**src/rtl/debounce_array_if.sv**
```systemverilog
// Signal bundle between the raw board inputs and the debounced outputs of debounce_array.
// The debouncer takes the slave side; whoever drives the buttons takes the master side.
interface debounce_array_if #(
    parameter int NUM_CH = 4
);
    logic [NUM_CH-1:0] buttons_raw;
    logic [NUM_CH-1:0] button_state;
    logic [NUM_CH-1:0] pressed_pulse;
    logic [NUM_CH-1:0] released_pulse;
    logic [NUM_CH-1:0] held_pulse;

    modport master (
        output buttons_raw,
        input  button_state,
        input  pressed_pulse,
        input  released_pulse,
        input  held_pulse
    );

    modport slave (
        input  buttons_raw,
        output button_state,
        output pressed_pulse,
        output released_pulse,
        output held_pulse
    );
endinterface

```
**src/rtl/debounce_array.sv**
```systemverilog
// Multi-channel button debouncer: 2-flop synchroniser, stability counter, and
// registered press / release / long-press pulses per channel.
module debounce_array #(
    parameter int NUM_CH       = 4,
    parameter int DELAY_COUNTS = 2500,
    parameter int HOLD_COUNTS  = 50000000,
    parameter int ACTIVE_LOW   = 0
) (
    input  logic             clk,
    input  logic             rst_n,
    debounce_array_if.slave  io
);
    localparam int          CW        = $clog2(DELAY_COUNTS + 1);
    localparam logic [CW-1:0] DELAY_MAX = CW'(DELAY_COUNTS);
    localparam logic        INV       = (ACTIVE_LOW != 0);

    for (genvar g = 0; g < NUM_CH; g++) begin : g_ch
        logic          r_meta;
        logic          r_sync2;
        logic          r_cand;
        logic [CW-1:0] r_count;
        logic          r_state;
        logic          r_press;
        logic          r_rel;
        logic          w_sync;
        logic          w_accept;

        assign w_sync   = r_sync2 ^ INV;
        assign w_accept = (w_sync == r_cand) && (r_count == DELAY_MAX) && (r_cand != r_state);

        // NOTE: synchroniser flops reset to the raw idle level so a released
        // active-low input does not look like a press when reset lifts.
        always_ff @(posedge clk or negedge rst_n) begin
            if (!rst_n) begin
                r_meta  <= INV;
                r_sync2 <= INV;
                r_cand  <= 1'b0;
                r_count <= '0;
                r_state <= 1'b0;
                r_press <= 1'b0;
                r_rel   <= 1'b0;
            end else begin
                r_meta  <= io.buttons_raw[g];
                r_sync2 <= r_meta;
                if (w_sync != r_cand) begin
                    r_cand  <= w_sync;
                    r_count <= '0;
                end else if (r_count < DELAY_MAX) begin
                    r_count <= r_count + 1'b1;
                end
                if (w_accept) begin
                    r_state <= r_cand;
                end
                r_press <= w_accept & r_cand;
                r_rel   <= w_accept & ~r_cand;
            end
        end

        assign io.button_state[g]   = r_state;
        assign io.pressed_pulse[g]  = r_press;
        assign io.released_pulse[g] = r_rel;

        if (HOLD_COUNTS > 0) begin : g_hold
            localparam int          HW        = $clog2(HOLD_COUNTS + 1);
            localparam logic [HW-1:0] HOLD_LAST = HW'(HOLD_COUNTS - 1);
            localparam logic [HW-1:0] HOLD_MAX  = HW'(HOLD_COUNTS);

            logic [HW-1:0] r_hold_cnt;
            logic          r_hold_done;
            logic          r_held;

            // The counter is already zero during the press-pulse cycle, so the
            // pulse lands exactly HOLD_COUNTS cycles after pressed_pulse.
            always_ff @(posedge clk or negedge rst_n) begin
                if (!rst_n) begin
                    r_hold_cnt  <= '0;
                    r_hold_done <= 1'b0;
                    r_held      <= 1'b0;
                end else begin
                    r_held <= 1'b0;
                    if (!r_state) begin
                        r_hold_cnt  <= '0;
                        r_hold_done <= 1'b0;
                    end else if (!r_hold_done && !w_accept) begin
                        if (r_hold_cnt == HOLD_LAST) begin
                            r_hold_cnt  <= HOLD_MAX;
                            r_hold_done <= 1'b1;
                            r_held      <= 1'b1;
                        end else begin
                            r_hold_cnt <= r_hold_cnt + 1'b1;
                        end
                    end
                end
            end

            assign io.held_pulse[g] = r_held;
        end else begin : g_no_hold
            assign io.held_pulse[g] = 1'b0;
        end
    end
endmodule

```
**src/flat_wrapper.sv**
```systemverilog
// flat-port wrapper written by rule: the top's interface ports become plain ports
module debounce_array_flat 
#(
    parameter int NUM_CH       = 4,
    parameter int DELAY_COUNTS = 2500,
    parameter int HOLD_COUNTS  = 50000000,
    parameter int ACTIVE_LOW   = 0
)
  (clk, rst_n, io_buttons_raw, io_button_state, io_pressed_pulse, io_released_pulse, io_held_pulse);
  debounce_array_if #(.NUM_CH(NUM_CH)) io_i ();
  input  logic clk;
  input  logic rst_n;
  input wire logic [$bits(io_i.buttons_raw)-1:0] io_buttons_raw;
  output wire logic [$bits(io_i.button_state)-1:0] io_button_state;
  output wire logic [$bits(io_i.pressed_pulse)-1:0] io_pressed_pulse;
  output wire logic [$bits(io_i.released_pulse)-1:0] io_released_pulse;
  output wire logic [$bits(io_i.held_pulse)-1:0] io_held_pulse;
  assign io_i.buttons_raw = io_buttons_raw;
  assign io_button_state = io_i.button_state;
  assign io_pressed_pulse = io_i.pressed_pulse;
  assign io_released_pulse = io_i.released_pulse;
  assign io_held_pulse = io_i.held_pulse;
  debounce_array #(.NUM_CH(NUM_CH), .DELAY_COUNTS(DELAY_COUNTS), .HOLD_COUNTS(HOLD_COUNTS), .ACTIVE_LOW(ACTIVE_LOW)) u_core (.clk(clk), .rst_n(rst_n), .io(io_i));
endmodule
```
**config.mk**
```make
export PLATFORM = sky130hd
export DESIGN_NAME = debounce_array_flat
export DESIGN_NICKNAME = d
export VERILOG_FILES = /design/src/rtl/debounce_array_if.sv /design/src/rtl/debounce_array.sv /design/src/flat_wrapper.sv
export SDC_FILE = /design/constraint.sdc
export NUM_CORES = 1
export LEC_CHECK = 0
export ABC_CLOCK_PERIOD_IN_PS = 2650
export BUFFER_PORTS_ARGS = -buffer_cell sky130_fd_sc_hd__buf_4
export CORE_ASPECT_RATIO = 1.4
export CORE_UTILIZATION = 40
export CTS_CLUSTER_SIZE = 20
export DETAILED_ROUTE_END_ITERATION = 12
export GPL_ROUTABILITY_DRIVEN = 0
export PLACE_DENSITY = 0.63
export SYNTH_ARGS = -nofsm -noshare
export SYNTH_HDL_FRONTEND = slang
export SYNTH_SLANG_ARGS = --single-unit
```
**constraint.sdc**
```tcl
create_clock -name clk -period 2.65 [get_ports clk]
set_input_delay 0.1325 -clock clk [delete_from_list [all_inputs] [get_ports clk]]
set_output_delay 0.1325 -clock clk [all_outputs]
set_load 0.02 [all_outputs]
```
==> flow_summary.ini <==
[synth]
synth-compound-area-share = 0.159
postSynthCellCount = 1085
post_synth_num_cell_types = 75
postSynthAreaPerCell_um2 = 9.25
ys_warn_count = 0
synth_seq_area_share = 0.459
async_flop_share = 1.00
synth_seq_cells = 184
synth_top_family_by_area = simple AND/OR/NAND/NOR gates
synthesis.nets = 1103
synth-edff-count = 0
synth_xor_area_frac = 0.0524
synthSimpleGateAreaFrac = 0.269
synth_ff_type = dfrtp_1
synthMuxAreaShare = 0.00199
yosys.area_share.adder = 0.0150
synthesis.area_um2 = 10000

[power_and_ir_drop]
p_leak_nw = 4.48
finalPower_mw = 5.70
power_density_nw_per_um2 = 510
vdd_drop_max_mv = 0.496

[floorplan]
dieArea_um2 = 25700
die_w_um = 136
rows = 68
core_um2 = 24700
start_util = 0.407
die_y_um = 189
pin_count = 22

[worst_setup_path]
start_kind = flip-flop
crit_chain = inv_1 > ha_1 > and3_1 > and4_1 > a21o_1 > buf_4 > a21oi_1 > o221a_2
cp-end-kind = flip-flop
cpMaxStageDelayCell = a21o_1
cp_slowest_stage_delay_ns = 0.48
crit_path_max_fanout = 17
worst-path-buf-inv = 2
required_ns = 2.97
critical_path_class = flip-flop to flip-flop
critPathArrivalTime_ns = 2.61
r2r_slack_ns = 0.36
crit_family = compound AO/OA/AOI/OAI gates

[layout]
fin_nets = 1117
final_common_cell = dfrtp_1
antennaDiodeCount = 0
num-fill-cells = 2398
area_delta_synth_final_pct = 11.3
drive_gt1_frac = 0.116
mostFrequentLayoutCells = dfrtp_1, nor2_1, nand2_1, a21oi_1, nand3_1

[sta]
tns_ns = 0
worst_pin_slew_ns = 0.925
min_period_over_period = 0.864
skew_ns = 0.0131
slew_violations = 0
rsz0062_at_grt = false
relSlewSlack = 0.381
period_needed_ns = 2.29
hold_violations = 0
timing.hold.ws_ns = 0.264
fmax_ghz = 0.437
setup_violations = 0

[grt]
overflow = 0
first_global_vias = 8025
antenna_found_initial = 0
grt_pass1_wl_um = 38300
grt.total_usage = 0.182
grt_max_degree = 76

[clock_tree]
cts_setup_buffers = 0
postCtsHoldBufs = 5
cts_resized = 0
clock-sinks = 184
cts_tree = done
ctsLongestPathBuffers = 2
ctsHtreeMaxLevel = 4
path_clk_slew_ns = 0.07
worstSkewPairLatency_ns = 0.44
cts_buffers = 17
clock-root-buffer = clkbuf_16

[placed_design]
io_buffer_count = 21
place_hpwl_um = 15500

[routing]
viasPerCell = 5.78
ant_nets = 0
route.detailed.drc = 0
vias = 8248
initialDrtViolationCount = 510
routed_wl_um = 22500
wl_per_cell_um = 15.8
dr.pass1.iters = 5

[run_status]
status = finished, final reports clean

[hold_path]
hold_class = input pin to async pin

[run]
cap_violations = 0
## where the power goes
group / switching, mW / total [mW] / leakage, nW / internal (mW)
combinational: 0.139 / 0.213 / 1.64 / 0.0733
sequential: 0.0484 / 2.89 / 2.53 / 2.84
clock: 1.20 / 2.60 / 0.299 / 1.40
total: 1.39 / 5.70 / 4.48 / 4.31
## kinds of logic after synthesis
family,after synthesis
AO/OA/AOI/OAI,239
flip-flops,184
XOR/XNOR,60
buffers and inverters,97
adder cells (fa/ha/maj),12
multiplexers,2
AND/OR/NAND/NOR,491
## cell type report
type	instances	area, um2	area share
Clock inverter	13	148	0.0132
Tap cell	315	394	0.0353
Sequential cell	184	4600	0.412
Multi-Input combinational cell	804	4990	0.446
Inverter	35	131	0.0118
Timing Repair Buffer	57	459	0.0411
Clock buffer	19	453	0.0405
## metrics by stage
stage / instance area [um2] / setup WS, ns / cells / util
4_1_cts: 11200 / 0.368 / 1427 / 0.453
3_3_place_gp: 10500 / 0.426 / 1390 / 0.427
5_1_grt: 11200 / 0.177 / 1427 / 0.453
6_report: 11200 / 0.361 / 1427 / 0.453
3_5_place_dp: 10500 / 0.400 / 1390 / 0.427
2_1_floorplan: 10000 / 0.603 / 1085 / -
## registers in the layout, indices dropped and copies added (netlist names)
signal and cells:
u_core.g_ch.r_press 4, u_core.g_ch.r_meta 4, u_core.g_ch.r_cand 4, u_core.g_ch.g_hold.r_hold_done 4
u_core.g_ch.g_hold.r_held 4, u_core.g_ch.r_sync2 4, u_core.g_ch.r_state 4, u_core.g_ch.r_count 48
u_core.g_ch.r_rel 4, u_core.g_ch.g_hold.r_hold_cnt 104
## cells in the mapped netlist, types with 4 or more instances
master,instances,area share
nor4b_1,6,0.0052
clkbuf_1,37,0.014
nor3b_1,5,0.0037
o31ai_1,8,0.0060
xnor2_1,40,0.035
o22ai_1,6,0.0037
nor2_1,96,0.036
o21ai_1,4,0.0020
nor4_1,15,0.0093
nand4_1,42,0.026
or2_2,6,0.0037
o21ai_0,35,0.017
a41oi_1,9,0.0079
or4_1,11,0.0082
xor2_1,20,0.017
nand3_1,77,0.038
buf_4,18,0.013
buf_2,6,0.0030
nand2_1,90,0.034
o32ai_1,4,0.0035
a311oi_1,8,0.0070
o221a_2,17,0.019
nand3b_1,4,0.0030
a21oi_1,88,0.044
dfrtp_1,184,0.46
or3_1,25,0.016
and2_1,11,0.0069
ha_1,12,0.015
a211oi_1,6,0.0045
nand2b_1,6,0.0037
o21a_1,9,0.0067
inv_1,35,0.013
a21o_1,6,0.0045
and4_1,14,0.012
and3_1,29,0.018
nor3_1,27,0.013
a31oi_1,10,0.0062
## worst register-to-register path, cell delays in order, from the launching register on
cell and delay [ns]:
dfrtp_1 0.42, inv_1 0.07, ha_1 0.14, and3_1 0.14, and4_1 0.32, a21o_1 0.48
buf_4 0.29, a21oi_1 0.06, o221a_2 0.27
## path summary, 6_finish.rpt
| path | startpoint | end | depth (start not counted) |
|---|---|---|---|
| min reg2reg | u_core.g_ch[2].r_meta | u_core.g_ch[2].r_sync2 | 0 |
| max in group asynchronous | rst_n | u_core.g_ch[3].g_hold.r_hold_cnt[19] | 3 |
| min in group clk | io_buttons_raw[1] | u_core.g_ch[1].r_meta | 2 |
| max | u_core.g_ch[1].r_count[0] | u_core.g_ch[1].g_hold.r_hold_cnt[7] | 8 |
| max reg2reg | u_core.g_ch[1].r_count[0] | u_core.g_ch[1].g_hold.r_hold_cnt[7] | 8 |
| min | rst_n | u_core.g_ch[0].g_hold.r_hold_cnt[13] | 2 |
## per-layer routing
layer	track usage	wire length [um]	part of all wire
met2	0.323	11600	0.52
met1	0.223	10100	0.45
met3	0.0276	468	0.021
met4	0.0628	361	0.016
met5	0	0	0
Power figures use the tool's default switching activity.
